### src/rtl/sat_counter.sv
// Saturating up-counter with a synchronous clear; holds at all-ones.
module sat_counter #(
   parameter int WIDTH = 8
) (
   input  logic             clk,
   input  logic             rst_n,
   input  logic             clr,
   input  logic             inc,
   output logic [WIDTH-1:0] count
);

   // Count increments until every bit is set, then sticks there.
   always_ff @(posedge clk) begin
      if (!rst_n) begin
         count <= '0;
      end else if (clr) begin
         count <= '0;
      end else if (inc && (count != {WIDTH{1'b1}})) begin
         count <= count + WIDTH'(1);
      end
   end

endmodule

### config.mk
export PLATFORM = sky130hd
export DESIGN_NAME = sat_counter
export DESIGN_NICKNAME = d
export VERILOG_FILES = /design/src/rtl/sat_counter.sv
export SDC_FILE = /design/constraint.sdc
export NUM_CORES = 1
export LEC_CHECK = 0
export ABC_AREA = 1
export ABC_CLOCK_PERIOD_IN_PS = 1200
export BUFFER_PORTS_ARGS = -buffer_cell sky130_fd_sc_hd__buf_2
export CAP_MARGIN = 40
export CORE_AREA = 2 2 39 41
export DETAILED_ROUTE_END_ITERATION = 8
export DIE_AREA = 0 0 41 43
export PLACE_DENSITY_LB_ADDON = 0.05
export SETUP_SLACK_MARGIN = 0.1
export SYNTH_ARGS = -nofsm -noshare
export SYNTH_HDL_FRONTEND = slang
export SYNTH_SLANG_ARGS = --single-unit
export TNS_END_PERCENT = 10
### constraint.sdc
create_clock -name clk -period 1.2 [get_ports clk]
set_input_delay 0.36 -clock clk [delete_from_list [all_inputs] [get_ports clk]]
set_output_delay 0.36 -clock clk [all_outputs]
set_load 0.02 [all_outputs]
==> impl_metrics.csv, run 1 <==
group,metric,value,unit
status,status,"complete, no violations",
setup_path,worstPathCellList,"buf_6",
synth,yosysMostFrequentCell,"nand2_1",
synth,synth_cell_types,18,
sta,fin_ws,95.38,ps
grt,met1_usage,18.01,%
pwr,leakage,0.3648,nW
sta,hold_violations,0,
synth,syn_nets,77,
synth,syn_inst,72,
routing,first_pass_iters,2,
setup_path,worst-path-buf-inv,1,
sta,period_needed,1105,ps
synth,yosys.area_share.adder,2.703,%
setup_path,cp_slowest_cell,"dfxtp_4",
min_path,hp-class,"in2reg",
synth,netlist_area,462.9,µm²
cts,cts.reportedPaths.clkPinSlew,60,ps
pwr,p_sw,0.1252,mW
cts,clk_latency,250,ps
cells_and_area,regMostFlops,"count",
grt,grt_usage,15.36,%
die,die_w,41,µm
setup_path,critical_path_class,"reg2out",
cells_and_area,nNetsFinal,102,
die,num_rows,14,
placement,dp_hpwl,776.4,µm
setup_path,crit_path_start_kind,"flip-flop",
grt,grt_pass1_vias,454,
cts,clock_tree.root_cell,"clkbuf_4",
routing,drt_wl_total,1138,µm
grt,overflow,0,
setup_path,worstPathArrival,740,ps
sta,rsz0062_at_grt,"yes",
synth,synth_area_leaders,"dfxtp_1, nand2_1, nor2_1, a21oi_1, inv_1",
cts,ctsHoldBuffers,0,
placement,place.gp.congestion,0.7106,
synth,synthArstFlopShare,0,%
pwr,peakVddDrop,474.1,µV
cells_and_area,area.growth.synth_to_final,55.68,%
sta,fin_worst_skew,0.7830,ps
setup_path,max_stage_delay,370,ps
die,ios,12,
synth,muxShareOfSynthArea,0,%
pwr,p_int,0.4004,mW
setup_path,crit_family,"flip-flops",
synth,ys_seq_area_share,34.59,%
sta,slew_headroom,88.51,%
synth,synth.avg_cell_area,6.430,µm²
cells_and_area,final_layout_size_suffix_gt1_share,45.26,%
cts,cts.path.max_buffers,2,
setup_path,cp-end-kind,"output port",
synth,synth_top_family_by_area,"simple AND/OR/NAND/NOR gates",
cts,cts_tree,"yes",
sta,fin_setup_tns,0,ps
synth,synth_commonest_cells,"nand2_1, nor2_1, dfxtp_1, inv_1, a21oi_1",
cells_and_area,top_regs,"count x8",
sta,worst_pin_slew,170.6,ps
pwr,finalPower,0.5256,mW
synth,synth-edff-count,0,
die,die_h,43,µm
placement,port_buffers,11,
pwr,pwr-share-seq,50.3,%
synth,synth_compound_area_share,8.649,%
sta,report.final.setup_viol,0,
cts,cts_inserted_buffers,3,
synth,synth_xor_xnor_area_share,0,%
grt,grt_use_met3,4.712,%
die,coreArea,1384,µm²
setup_path,cp.required,840,ps
grt,grt.busiest_layer,"met2",
sta,holdWs,353.4,ps
routing,ant_nets,0,
routing,drt-wirelength-per-cell,10.25,µm
job,cap_viol_max_count,0,
sta,post-route-period-util,92.05,%
placement,dp_worst_setup_slack,94.45,ps
synth,ys.flop_type,"dfxtp_1",
synth,synth_top_area_cell,"dfxtp_1",
grt,met2_usage,22.81,%
synth,synthSimpleGateAreaFrac,44.32,%
grt,antenna_found_initial,0,
grt,grt_max_degree,11,
pwr,p_sw_share,23.83,%
synth,ys_warn_count,0,
die,fp.dieArea,1763,µm²
pwr,pwr-share-clk,40.0,%
sta,fmax,905.3,MHz
routing,drc,0,
cells_and_area,finish.instance_area,720.7,µm²
routing,route.vias.total,498,
cts,clock_sinks,8,
cells_and_area,diodes,0,
grt,grt_pass1_wl,1814,µm
routing,drt-initial-drc-count,2,
setup_path,worstPathMaxFanout,4,
pwr,p_per_area,729.3,nW/µm²
cts,ctsHtreeMaxLevel,1,
synth,synth-seq-cells,8,
synth,yosysTopAreaCellShare,34.59,%
pwr,comb_power_share,9.7,%
sta,drv_slew,0,
placement,placed_area,590.6,µm²
routing,via_per_inst,4.486,
die,start_util,33.45,%
cells_and_area,largest_reg_flops,8,
[through the flow]
step / std cells / utilization (%)
after floorplan: 72 / -
after global placement: 101 / 42.68
after detailed placement: 101 / 42.68
after CTS: 110 / 50.81
after global routing: 111 / 52.08
final: 111 / 52.08
[kinds of logic (layout without fill, tap and decap cells)]
group / Yosys count / count (layout)
flops: 8 / 8
buf+inv: 11 / 34
simple gates: 44 / 44
fa+ha+maj: 1 / 1
compound gates: 8 / 8
[cell type report]
type                    instances  area (µm²)
fillers                       138       663.1
multi-input cells              53       292.8
flip-flops and latches          8       182.7
repair buffers                 21       165.2
inverters                      10       37.54
clock buffers                   3       22.52
well taps                      16       20.02
[power by group through the flow]
stage	Clock [mW]	Combinational (mW)	Sequential, mW
after floorplan	0	0.0224	0.280
after global placement	0	0.0451	0.276
after detailed placement	0	0.0441	0.277
after CTS	0.222	0.0505	0.264
after global routing	0.233	0.0581	0.265
final	0.210	0.0510	0.264
[cell usage in the layout (no fill, tap or decap)]
cell / n
buf_6: 4
o21ai_0: 2
nor2_1: 12
a21oi_1: 6
nand2_4: 3
inv_2: 2
nand4_1: 1
nand3b_1: 2
nand3_1: 4
nor3_1: 2
inv_1: 7
nand2_1: 15
dfxtp_4: 5
buf_2: 3
nor2_2: 2
clkinv_1: 1
ha_4: 1
clkbuf_4: 3
nor2_4: 2
dfxtp_2: 3
buf_4: 14
nand2_2: 1
[layer usage]
| metal | vias to the layer above | part of all wire, % | routed length [µm] |
|---|---|---|---|
| met5 | - | 0 | 0 |
| met4 | 0 | 0.88 | 10 |
| met2 | 10 | 51 | 575 |
| li1 | 273 | - | - |
| met3 | 2 | 4.5 | 51 |
| met1 | 213 | 44 | 500 |
[repair_timing]
item | in CTS | in global routing
endpoints found under the setup margin | 11 | 15
buffers inserted | 6 | 1
resized for setup | 17 | 2
pin swaps | 0 | 3
endpoints found under the hold margin | 0 | 0
[path summary, 6_finish.rpt]
path	startpoint	endpoint	slack (ps)	depth (start not counted)
worst min-delay path	clr	count[2]	350	4
worst min register to register	count[1]	count[1]	530	2
worst max-delay path	count[0]	count[0]	100	1
worst max register to register	count[0]	count[5]	100	6
Note: power is estimated with default switching activity, not from simulation.
==> run 2: changes to the inputs <==
--- a/config.mk
+++ b/config.mk
@@ -5,8 +5,7 @@
 export SDC_FILE = /design/constraint.sdc
 export NUM_CORES = 1
 export LEC_CHECK = 0
-export ABC_AREA = 1
-export ABC_CLOCK_PERIOD_IN_PS = 1200
+export ABC_CLOCK_PERIOD_IN_PS = 1000
 export BUFFER_PORTS_ARGS = -buffer_cell sky130_fd_sc_hd__buf_2
 export CAP_MARGIN = 40
 export CORE_AREA = 2 2 39 41
==> constraint.sdc (replaced) <==
create_clock -name clk -period 1 [get_ports clk]
set_input_delay 0.3 -clock clk [delete_from_list [all_inputs] [get_ports clk]]
set_output_delay 0.3 -clock clk [all_outputs]
set_load 0.02 [all_outputs]
==> run 2 against run 1 <==
Against the previous run:
- the run now ends with negative setup slack left
- wire length rose by 2.5%
- via count fell by 6.6%
- critical path depth rose by 1
- die area did not move
- synthesized cell count fell by 36%
- power rose by 25%
- sequential share of layout area fell by 1.5 points
- design area rose by 4.2%
- sequential cell count did not move
- register-to-register slack got worse by 260 ps
- core utilization rose by 2.2 points
- synthesized area fell by 8.9%
- critical endpoint unchanged
==> impl_metrics.csv, run 2 <==
group,metric,value,unit
cells_and_area,regMostFlops,"count",
cells_and_area,layout_commonest_cell,"buf_6",
routing,met2WireLength,570,µm
sta,period_needed,1164,ps
routing,ant_nets,0,
cells_and_area,final_cell_count_no_fill,91,
synth,synth_top_area_cell,"dfxtp_1",
synth,ys_seq_area_share,37.98,%
synth,syn_inst,46,
cells_and_area,fill_cells,142,
setup_path,crit_path_start_kind,"flip-flop",
cts,cts_tree,"yes",
cts,cts.reportedPaths.clkPinSlew,60,ps
grt,antenna_found_initial,0,
status,status,"finished with violations",
cells_and_area,area.growth.synth_to_final,78.04,%
sta,fin_setup_tns,-1680,ps
cts,ctsHoldBuffers,0,
sta,drv_slew,0,
synth,synth_commonest_cells,"dfxtp_1, a21oi_1, nand2_1",
synth,syn_nets,51,
grt,grt_usage,15.83,%
status,violations,"negative setup slack",
cts,cts_inserted_buffers,3,
synth,netlist_area,421.7,µm²
cells_and_area,nNetsFinal,81,
cells_and_area,largest_reg_flops,8,
routing,routed.top_layer,"met4",
die,ios,12,
die,num_rows,14,
placement,dp_hpwl,782.4,µm
setup_path,worstPathArrival,860,ps
die,die_w,41,µm
synth,ys_warn_count,0,
cts,clock_sinks,8,
cells_and_area,top_regs,"count x8",
die,coreArea,1384,µm²
synth,synth-edff-count,0,
min_path,hp-class,"in2reg",
sta,fmax,859.2,MHz
routing,route.vias.total,465,
synth,synth_cell_types,19,
routing,drt-wirelength-per-cell,12.81,µm
synth,yosysMostFrequentCell,"dfxtp_1",
pwr,leakage,0.3164,nW
die,fp.dieArea,1763,µm²
cells_and_area,finish.instance_area,750.7,µm²
cells_and_area,final_cell_mix,"buf_6, buf_4, a21oi_1, nand2_1, dfxtp_4",
routing,first_pass_iters,4,
synth,synth-seq-cells,8,
routing,via_per_inst,5.110,
cts,clk_latency,260,ps
sta,rsz0062_at_grt,"yes",
die,die_h,43,µm
sta,report.final.setup_viol,15,
cells_and_area,diodes,0,
placement,placed_area,608.1,µm²
setup_path,regToRegSetupSlack,-160,ps
routing,drc,0,
setup_path,cp-end-kind,"output port",
synth,synth_area_leaders,"dfxtp_1, and4_1, mux2i_1, a21oi_1, nand2_1",
synth,yosysTopAreaCellShare,37.98,%
placement,dp_worst_setup_slack,-177.1,ps
routing,drt_wl_total,1166,µm
sta,post-route-period-util,116.4,%
setup_path,cp.required,700,ps
grt,grt_pass1_vias,426,
cells_and_area,final_util,54.25,%
placement,place.gp.congestion,0.7613,
sta,worst_pin_slew,195.5,ps
pwr,p_per_area,875.3,nW/µm²
cts,cts.path.max_buffers,2,
synth,ys.flop_type,"dfxtp_1",
placement,port_buffers,11,
sta,fin_ws,-163.8,ps
grt,overflow,0,
sta,hold_violations,0,
synth,synthArstFlopShare,0,%
pwr,peakVddDrop,458.5,µV
routing,routed-wl-met3,65,µm
die,start_util,30.47,%
cts,ctsHtreeMaxLevel,1,
routing,wl_met1,513,µm
grt,grt_pass1_wl,1835,µm
sta,slew_headroom,86.88,%
setup_path,critical_path_class,"reg2out",
synth,synth.avg_cell_area,9.166,µm²
grt,grt_max_degree,9,
sta,fin_worst_skew,3.733,ps
setup_path,worstPathMaxFanout,5,
job,cap_viol_max_count,0,
cells_and_area,final_layout_size_suffix_gt1_share,57.33,%
cts,clock_tree.root_cell,"clkbuf_4",
routing,drt-initial-drc-count,12,
placement,dp_cells,85,
[run 2: metal layers]
metal  up-vias  GRT usage (%)
met5         -              0
met4         0          8.000
met3         2          3.141
met2        16          22.81
met1       213          21.50
li1        234              -
[run 2: per-stage QoR]
stage	total power [mW]	hold WS (ps)
after floorplan	0.3507	482.9
after global placement	0.3741	493.6
after detailed placement	0.3736	490.1
after CTS	0.6637	371.7
after global routing	0.6963	389.7
final	0.6571	369.6
[run 2: final cells by class]
cell class	count	area (µm²)	share of cell area (%)
well taps	16	20.02	2.667
multi-input cells	38	292.8	39.00
clock buffers	4	26.28	3.500
flip-flops and latches	8	178.9	23.83
repair buffers	25	232.7	31.00
[run 2: path summary, 6_finish.rpt]
kind	end	cells after the start	from
hold / removal	count[6]	3	rst_n
setup / recovery	count[0]	2	count[0]
setup reg to reg	count[5]	4	count[3]
hold reg to reg	count[3]	2	count[3]
[run 2: power breakdown]
part           internal [mW]  switching (mW)  total [mW]
Sequential             0.313         0.00338       0.316
Clock                  0.154           0.133       0.287
Combinational         0.0290          0.0255      0.0544
Total                  0.496           0.162       0.657
[run 2: critical path, cell delays in order, from the launching register on]
cell and delay (ps):
dfxtp_4 350, buf_6 120, buf_6 120
[run 2: cell families after synthesis]
logic type	count (synthesis)	share of synthesized area (%)
AND/OR/NAND/NOR	22	32.94
adder cells (fa/ha/maj)	1	2.967
multiplexers	3	7.122
AO/OA/AOI/OAI	12	18.99
flip-flops	8	37.98
[run 2: repair_timing]
item / 4_1_cts / 5_1_grt
setup buffers: 2 / 0
resized for setup: 22 / 13
gates cloned: 0 / 0
setup endpoints to repair: 16 / 16
pin swaps: 6 / 3
==> run 3: changes to the inputs <==
--- a/config.mk
+++ b/config.mk
@@ -13,6 +13,7 @@
 export DIE_AREA = 0 0 41 43
 export PLACE_DENSITY_LB_ADDON = 0.05
 export SETUP_SLACK_MARGIN = 0.1
+export SKIP_LAST_GASP = 1
 export SYNTH_ARGS = -nofsm -noshare
 export SYNTH_HDL_FRONTEND = slang
 export SYNTH_SLANG_ARGS = --single-unit
==> run 3 against run 2 <==
Against the previous run:
- wire length fell by 0.86%
- clock power rose by 1%
- clock skew rose by 0.93 ps
- the flow still finishes with violations (negative setup slack)
- combinational power barely moved
- largest cell class unchanged
- critical path type unchanged
- first-iteration DRC count fell by 50%
- critical path depth did not move
- largest power group unchanged
- worst hold slack got worse by 2.4 ps
- register-to-register slack barely moved
- non-clock buffer count rose by 1
- core utilization fell by 3.2 points
==> impl_metrics.csv, run 3 (synthesized netlist as in run 2, its figures left out) <==
group,metric,value,unit
job,cap_viol_max_count,0,
pwr,leakage,0.3181,nW
setup_path,crit_path_start_kind,"flip-flop",
sta,period_needed,1178,ps
cts,cts.path.max_buffers,2,
cells_and_area,layout_commonest_cell,"buf_4",
cells_and_area,top_regs,"count x8",
cells_and_area,nNetsFinal,82,
routing,drt-wirelength-per-cell,12.57,µm
cells_and_area,regMostFlops,"count",
die,num_rows,14,
placement,port_buffers,11,
setup_path,crit_family,"flip-flops",
cells_and_area,area.growth.synth_to_final,67.66,%
setup_path,worst-path-buf-inv,2,
setup_path,critical_path_class,"reg2out",
routing,drt_wl_total,1156,µm
sta,fmax,848.8,MHz
sta,post-route-period-util,117.8,%
pwr,p_per_area,939.3,nW/µm²
placement,dp_hpwl,782.4,µm
die,fp.dieArea,1763,µm²
setup_path,cp-end-kind,"output port",
cts,cts_tree,"yes",
cts,clock_tree.root_cell,"clkbuf_4",
placement,dp_cells,85,
routing,route.vias.total,464,
cells_and_area,multiInputGateArea,284.0,µm²
sta,fin_setup_tns,-2179,ps
grt,grt_max_degree,9,
routing,drc,0,
sta,report.final.setup_viol,16,
setup_path,max_stage_delay,350,ps
cts,ctsHtreeMaxLevel,1,
die,start_util,30.47,%
placement,place.gp.congestion,0.7613,
die,die_w,41,µm
setup_path,cp_slowest_cell,"dfxtp_4",
grt,grt_usage,15.63,%
routing,via_per_inst,5.043,
die,ios,12,
sta,drv_slew,0,
cells_and_area,final_cell_mix,"buf_4, buf_2, buf_6",
setup_path,cp.required,700,ps
setup_path,regToRegSetupSlack,-160,ps
cells_and_area,final_util,51.09,%
cells_and_area,diodes,0,
grt,overflow,0,
setup_path,worstPathCellList,"buf_4 -> buf_2",
cells_and_area,largest_reg_flops,8,
sta,slew_headroom,82.52,%
sta,rsz0062_at_grt,"yes",
cts,cts.reportedPaths.clkPinSlew,60,ps
status,status,"finished with violations",
sta,fin_ws,-178.1,ps
sta,hold_violations,0,
sta,fin_worst_skew,4.661,ps
cells_and_area,fill_cells,142,
grt,grt_pass1_vias,418,
die,die_h,43,µm
routing,drt-initial-drc-count,6,
sta,holdWs,367.2,ps
routing,first_pass_iters,2,
cells_and_area,seqCellArea,176.4,µm²
grt,grt_pass1_wl,1807,µm
die,coreArea,1384,µm²
setup_path,worstPathMaxFanout,2,
sta,worst_pin_slew,262.2,ps
setup_path,worstPathArrival,880,ps
pwr,peakVddDrop,694.0,µV
routing,ant_nets,0,
cts,clock_sinks,8,
cts,clk_latency,270,ps
status,violations,"negative setup slack",
min_path,hp-class,"in2reg",
cts,cts_inserted_buffers,3,
grt,antenna_found_initial,0,
cells_and_area,final_layout_size_suffix_gt1_share,55.26,%
cts,ctsHoldBuffers,0,
cells_and_area,final_cell_count_no_fill,92,
[run 3: cell count changes in the layout (fill, tap and decap cells not counted)]
cell and delta:
and3_1 +1, and3_2 -1, buf_2 +4, buf_4 +5, buf_6 -8, dfxtp_2 +1, dfxtp_4 -1, nor2b_1 +1
nor2b_4 -1, o21ai_0 +1, o21ai_1 -1
[run 3: tightest hold or removal path: stages]
cell	delay [ps]
buf_2	100
nand2b_1	120
nor3_1	70
[run 3: final timing paths]
path	endpoint	cells after the start	start
max	count[4]	2	count[4]
min	count[2]	3	rst_n
max reg2reg	count[5]	4	count[1]
min reg2reg	count[3]	2	count[3]
[run 3: where the power goes]
part           switching, mW  internal [mW]  total, mW
Clock                  0.137          0.154      0.291
Combinational         0.0253         0.0290     0.0543
Sequential           0.00329          0.315      0.318
[run 3: final cells by class]
cell class | instances | share of cell area (%)
Clock buffer | 4 | 3.717
Multi-Input combinational cell | 38 | 40.18
Sequential cell | 8 | 24.96
Tap cell | 16 | 2.832
Timing Repair Buffer | 26 | 28.32
[run 3: repair_timing]
item,in CTS,in global routing
endpoints found under the setup margin,16,16
buffers inserted,2,1
pin swaps,3,2
resized for setup,11,7
[run 3: routing by layer]
layer / share of wire [%] / global-route usage, % / vias to the layer above
li1: - / - / 238
met1: 44 / 20.85 / 214
met2: 49 / 22.81 / 10
met3: 4.9 / 3.141 / 2
met4: 2.0 / 8.000 / 0
met5: 0 / 0 / -
[run 3: stage by stage]
stage	setup WS, ps	instance area [µm²]	total power, mW
after global routing	-199.9	706.9	0.6989
after global placement	-158.0	608.1	0.3741
after floorplan	-170.5	442.9	0.3507
after detailed placement	-177.1	608.1	0.3736
after CTS	-184.4	680.7	0.6664
final	-178.1	706.9	0.6640
